<file path="src/rtl/uart_tx.sv">
// UART transmit serializer: start, DATA_BITS data (LSB first), optional parity, STOP_BITS stop; one bit per baud_en.
// Line goes low the cycle after accept; o_ready is high only in IDLE, so upstream is held off for the whole frame.
module uart_tx #(
    parameter int DATA_BITS  = 8,
    parameter int PARITY_EN  = 0,
    parameter int PARITY_ODD = 0,
    parameter int STOP_BITS  = 1
) (
    input  logic                 clk,
    input  logic                 rst,
    input  logic                 i_valid,
    input  logic [DATA_BITS-1:0] i_data,
    output logic                 o_ready,
    input  logic                 baud_en,
    output logic                 o_run,
    output logic                 o_baud_clr,
    output logic                 o_tx,
    output logic                 o_busy,
    output logic                 o_done
);

    localparam int CW = $clog2(DATA_BITS);

    typedef enum logic [2:0] {
        S_IDLE,
        S_START,
        S_DATA,
        S_PARITY,
        S_STOP
    } state_t;

    state_t               state_q, state_d;
    logic [DATA_BITS-1:0] shift_q, shift_d;
    logic [CW-1:0]        bit_cnt_q, bit_cnt_d;
    logic                 stop_cnt_q, stop_cnt_d;
    logic                 par_q, par_d;
    logic                 tx_q, tx_d;
    logic                 busy_q, busy_d;
    logic                 done_q, done_d;
    logic                 accept;

    assign o_ready    = (state_q == S_IDLE);
    assign accept     = i_valid & o_ready;
    // Clearing the generator on accept keeps every frame bit-aligned to this block.
    assign o_baud_clr = accept;
    assign o_tx       = tx_q;
    assign o_run      = busy_q;
    assign o_busy     = busy_q;
    assign o_done     = done_q;

    always_comb begin
        state_d    = state_q;
        shift_d    = shift_q;
        bit_cnt_d  = bit_cnt_q;
        stop_cnt_d = stop_cnt_q;
        par_d      = par_q;
        tx_d       = tx_q;
        done_d     = 1'b0;
        unique case (state_q)
            S_IDLE: begin
                tx_d = 1'b1;
                if (accept) begin
                    shift_d    = i_data;
                    par_d      = (^i_data) ^ (PARITY_ODD != 0);
                    bit_cnt_d  = '0;
                    stop_cnt_d = 1'b0;
                    tx_d       = 1'b0;
                    state_d    = S_START;
                end
            end
            S_START: begin
                if (baud_en) begin
                    tx_d    = shift_q[0];
                    state_d = S_DATA;
                end
            end
            S_DATA: begin
                if (baud_en) begin
                    shift_d = {1'b0, shift_q[DATA_BITS-1:1]};
                    if (bit_cnt_q == CW'(DATA_BITS - 1)) begin
                        state_d = (PARITY_EN != 0) ? S_PARITY : S_STOP;
                        tx_d    = (PARITY_EN != 0) ? par_q : 1'b1;
                    end else begin
                        bit_cnt_d = bit_cnt_q + 1'b1;
                        tx_d      = shift_d[0];
                    end
                end
            end
            S_PARITY: begin
                if (baud_en) begin
                    tx_d    = 1'b1;
                    state_d = S_STOP;
                end
            end
            S_STOP: begin
                tx_d = 1'b1;
                if (baud_en) begin
                    if (stop_cnt_q == 1'(STOP_BITS - 1)) begin
                        state_d = S_IDLE;
                        done_d  = 1'b1;
                    end else begin
                        stop_cnt_d = stop_cnt_q + 1'b1;
                    end
                end
            end
            default: begin
                tx_d    = 1'b1;
                state_d = S_IDLE;
            end
        endcase
        busy_d = (state_d != S_IDLE);
    end

    always_ff @(posedge clk) begin
        if (rst) begin
            state_q    <= S_IDLE;
            shift_q    <= '0;
            bit_cnt_q  <= '0;
            stop_cnt_q <= 1'b0;
            par_q      <= 1'b0;
            tx_q       <= 1'b1;
            busy_q     <= 1'b0;
            done_q     <= 1'b0;
        end else begin
            state_q    <= state_d;
            shift_q    <= shift_d;
            bit_cnt_q  <= bit_cnt_d;
            stop_cnt_q <= stop_cnt_d;
            par_q      <= par_d;
            tx_q       <= tx_d;
            busy_q     <= busy_d;
            done_q     <= done_d;
        end
    end

endmodule
</file>
<file path="config.mk">
export PLATFORM = sky130hd
export DESIGN_NAME = uart_tx
export DESIGN_NICKNAME = d
export VERILOG_FILES = /design/src/rtl/uart_tx.sv
export SDC_FILE = /design/constraint.sdc
export NUM_CORES = 1
export LEC_CHECK = 0
export CAP_MARGIN = 20
export CELL_PAD_IN_SITES_DETAIL_PLACEMENT = 1
export CELL_PAD_IN_SITES_GLOBAL_PLACEMENT = 2
export CORE_MARGIN = 2
export CORE_UTILIZATION = 32
export CTS_BUF_LIST = sky130_fd_sc_hd__clkbuf_4 sky130_fd_sc_hd__clkbuf_8
export CTS_CLUSTER_DIAMETER = 200
export CTS_CLUSTER_SIZE = 30
export DETAILED_ROUTE_END_ITERATION = 8
export PLACE_DENSITY = 0.85
export SETUP_SLACK_MARGIN = 0.5
export SLEW_MARGIN = 20
export SYNTH_ARGS = -nofsm -noshare
export SYNTH_HDL_FRONTEND = slang
export SYNTH_SLANG_ARGS = --single-unit
export TNS_END_PERCENT = 30
</file>
<file path="constraint.sdc">
create_clock -name clk -period 1.9 [get_ports clk]
set_clock_uncertainty 0.05 [all_clocks]
set_input_delay 0.38 -clock clk [delete_from_list [all_inputs] [get_ports clk]]
set_output_delay 0.38 -clock clk [all_outputs]
set_load 0.03 [all_outputs]
</file>
==> impl_summary.md <==
Critical path
Data arrives at the worst endpoint at 1.20 ns. STA classifies the critical path startpoint as a flop. In this run the worst path has a maximum fanout of 5. The worst path required time is 1.47 ns. The worst setup path is captured at an output pin. The kind of critical path is reg2out.

Synthesis
The XOR/XNOR share of the synthesized area is 0%. In the synthesized netlist the dominant register cell turns out to be dfxtp_1. In the synthesized netlist, the number of instances is 99. Counting flops and latches in the post-synthesis netlist gives 17.

After Yosys synthesis, and, or, nand and nor cells account for 22.3% of the synthesized area. The arithmetic-cell share of the synthesized area counting full adders, half adders and majority gates is 2.74%. A synthesized cell averages 9.23 sq um.

By area, the combinational part of the netlist is dominated by compound AO/OA/AOI/OAI gates. Of the post-synthesis cell area, the part taken by muxes is 3.84%. Among all cell types in the netlist, the one instantiated most often is dfxtp_1.

The mapped cell area is 913 sq um. The register area share after synthesis is 37.3%. In the synthesized netlist, the cells that appear most often are dfxtp_1, a21oi_1, a311oi_1, nand2_1, nand3_1.

During synthesis, Yosys emitted a total of 0 warnings. The number of different library cells in the post-synthesis netlist is 41. The number of nets handed over by synthesis was 113. The synthesized design spends more area on one cell type than any other, namely dfxtp_1. The synthesized-area fraction occupied by ao, oa, aoi and oai cells is 24.9%.

By area the synthesized netlist is led by dfxtp_1, a311oi_1, a21oi_1. The share of async-settable or async-resettable flops after synthesis is 0%. The share of synthesized area in the top cell type comes to 37.3%. The number of synthesized flops with an enable pin is 0.

Finish
After filler insertion, the fill cell instance count of the layout stands at 320. The share of final-layout standard cells stronger than drive strength 1 is 30.8%. The antenna diode count is 0. The post-route core utilization is 47.1%. The net count of the finished layout is 145. From synthesis to final layout, the design area changed by 41.0%.

Timing
Across all hold checks on the routed design, the worst slack comes to 0.441 ns. The portion of the clock cycle consumed by the worst path in the final layout is 85.6%. After routing, the total negative slack on setup checks comes to 0 ns. Counting I/O delays and the setup requirement, the final critical path takes 1.63 ns. The final-report setup violation count is 0. The worst pin sits at a relative slew slack of 78.1%. Setup repair after global routing could not meet its margin everywhere.

Static timing analysis puts the maximum clock frequency at 615 MHz. The final number of hold-violating endpoints is 0. The total count of max-transition violations in the final report is 0. The actual transition at the worst max-transition pin is 0.322 ns.

Pwr
IR analysis of the VDD net gives a maximum drop of 0.524 mV. The share of total power dissipated in combinational logic is 28.7%. The power density over the cells is 695 nW/um^2. The sequential cell fraction of total power is 45.0%. The internal power is 0.608 mW. Summing internal, switching and leakage power gives 0.895 mW.

The clock network fraction of total power is 26.4%. The static leakage power is 0.520 nW. In this run switching power makes up 32.0% of total power.

Summed over all nets, the switching power comes to 0.286 mW.

Detailed routing
The remaining antenna violation count is 0. The first detailed-routing pass took 4 iterations. The wire length after detailed routing is 2680 um. The detailed router finished its first iteration with 22 violations. In the routed design, unresolved DRC markers number 0. Dividing the detail-routed via count by the number of cells gives 5.56. The per-cell routed wire length is 16.6 um. The detailed router placed 895 vias in this run.

Clock tree
CTS built an H-tree with a depth of 1. TritonCTS created 3 clock buffers. The clock net sink count is 17. Hold repair after CTS inserted 0 buffers. The cell sitting at the root of the clock tree is a clkbuf_4. The number of buffers on the longest clock path is 2. The clock tree from TritonCTS is yes. After clock tree synthesis, the clock-pin slew on the worst setup and hold paths is 0.11 ns. The clock latency at the later pin of the worst-skew pair is 0.32 ns.

Die
The floorplan step defined a die boundary enclosing 3300 sq um. The width of the die is 57.4 um. Pin placement for this block handled 18 I/O pins. The y dimension of the die is 57.4 um. The initial core utilization is 33.4%.

The floorplan row count is 19. After floorplanning, the core was sized to cover 2730 sq um.

Global route
The maximum number of pins on one net before global-route repair is 16. The via count of the first global-routing pass came to 933. The global-route wire length before repair is 4460 um. The combined global-route utilization of all metal layers is 17.9%. The overflow left after global routing is 0. The initial antenna violation count is 0.

Job
Max-cap violations in this run came to 0.

Placed design
The HPWL reported at the end of detailed placement is 1750 um. The routability congestion estimate from global placement is 0.735. The total of buffers placed on input and output ports is 17.

Min path
The worst hold path class is reg2reg.

Outcome
The flow ran to the end, and the final reports show no timing, DRC or antenna violations.
## area by class of cell
class,count,area [sq um],area share [%]
Multi-Input combinational cell,68,508,39.5
Sequential cell,17,349,27.1
Timing Repair Buffer,36,340,26.4
Tap cell,31,38.8,3.01
Clock buffer,4,30.0,2.33
Inverter,5,21.3,1.65
## power groups by stage
| stage | clock [mW] | combinational [mW] | sequential [mW] |
|---|---|---|---|
| finish | 0.236 | 0.257 | 0.402 |
| detailed placement | 0 | 0.227 | 0.410 |
| global placement | 0 | 0.221 | 0.409 |
| floorplan | 0 | 0.139 | 0.415 |
| global route | 0.252 | 0.275 | 0.406 |
| CTS | 0.230 | 0.253 | 0.402 |
## cells in the final DEF (no fill, tap or decap), types with 2 or more instances in the layout
| cell type | synthesis | layout |
|---|---|---|
| clkbuf_4 | 0 | 4 |
| clkdlybuf4s50_1 | 0 | 10 |
| clkdlybuf4s15_2 | 0 | 3 |
| a311oi_1 | 6 | 6 |
| nand2_1 | 6 | 6 |
| nand2b_1 | 3 | 3 |
| ha_1 | 2 | 2 |
| buf_6 | 2 | 3 |
| dlygate4sd2_1 | 0 | 2 |
| buf_4 | 3 | 16 |
| a21oi_1 | 8 | 8 |
| inv_1 | 5 | 4 |
| o21ai_1 | 2 | 2 |
| nor3b_1 | 3 | 3 |
| dfxtp_4 | 0 | 2 |
| dfxtp_1 | 17 | 14 |
| nand3_1 | 6 | 6 |
| nor2_1 | 4 | 4 |
| or3b_1 | 2 | 2 |
| o32ai_1 | 2 | 2 |
## kinds of logic (layout without fill, tap and decap cells)
| family | after synthesis | in the layout |
|---|---|---|
| AOI/OAI and AO/OA | 29 | 29 |
| adders and majority gates | 2 | 2 |
| buffers and inverters | 14 | 45 |
| DFF | 17 | 17 |
| muxes | 3 | 3 |
| and+or+nand+nor | 34 | 34 |
## worst max-delay path, stage by stage, from the launching register on
cell and delay, ns:
dfxtp_2 0.36, buf_6 0.13, nor2_4 0.10, and3_4 0.18
buf_6 0.12
## flip-flops by register name (all words and copies together), names as in the netlist
name	count
shift_q	8
bit_cnt_q	3
state_q	3
o_busy	1
o_done	1
o_tx	1
## through the flow
stage               setup WS [ns]  area [sq um]  cells
floorplan                   0.477           932     99
global placement           0.0990          1140    147
detailed placement         0.0674          1140    147
CTS                         0.287          1290    161
global route                0.233          1290    161
finish                      0.275          1290    161
## path summary, 6_finish.rpt
| check | startpoint | to | slack (ns) | cells after the start |
|---|---|---|---|---|
| worst max-delay path | state_q[2]$_SDFF_PP0_ | o_baud_clr | 0.27 | 4 |
| worst min-delay path | bit_cnt_q[2]$_SDFFE_PP0P_ | bit_cnt_q[2]$_SDFFE_PP0P_ | 0.44 | 2 |
| worst max register to register | state_q[1]$_SDFF_PP0_ | o_tx$_SDFFE_PP1P_ | 0.31 | 4 |
| worst min register to register | bit_cnt_q[2]$_SDFFE_PP0P_ | bit_cnt_q[2]$_SDFFE_PP0P_ | 0.44 | 2 |
## metal layers
layer  GRT usage [%]  vias up  share of wire [%]
li1                -      432                  -
met4            6.98        0                2.2
met3            4.31        9                4.1
met5               0        -                  0
met1            21.3      429                 43
met2            30.7       25                 50
## what timing repair did
item | CTS | global route
pin swaps | 1 | 0
setup endpoints to repair | 20 | 22
gates cloned | 0 | 0
buffers inserted | 10 | 0
resized for setup | 28 | 5
Note: power is estimated with default switching activity, not from simulation.
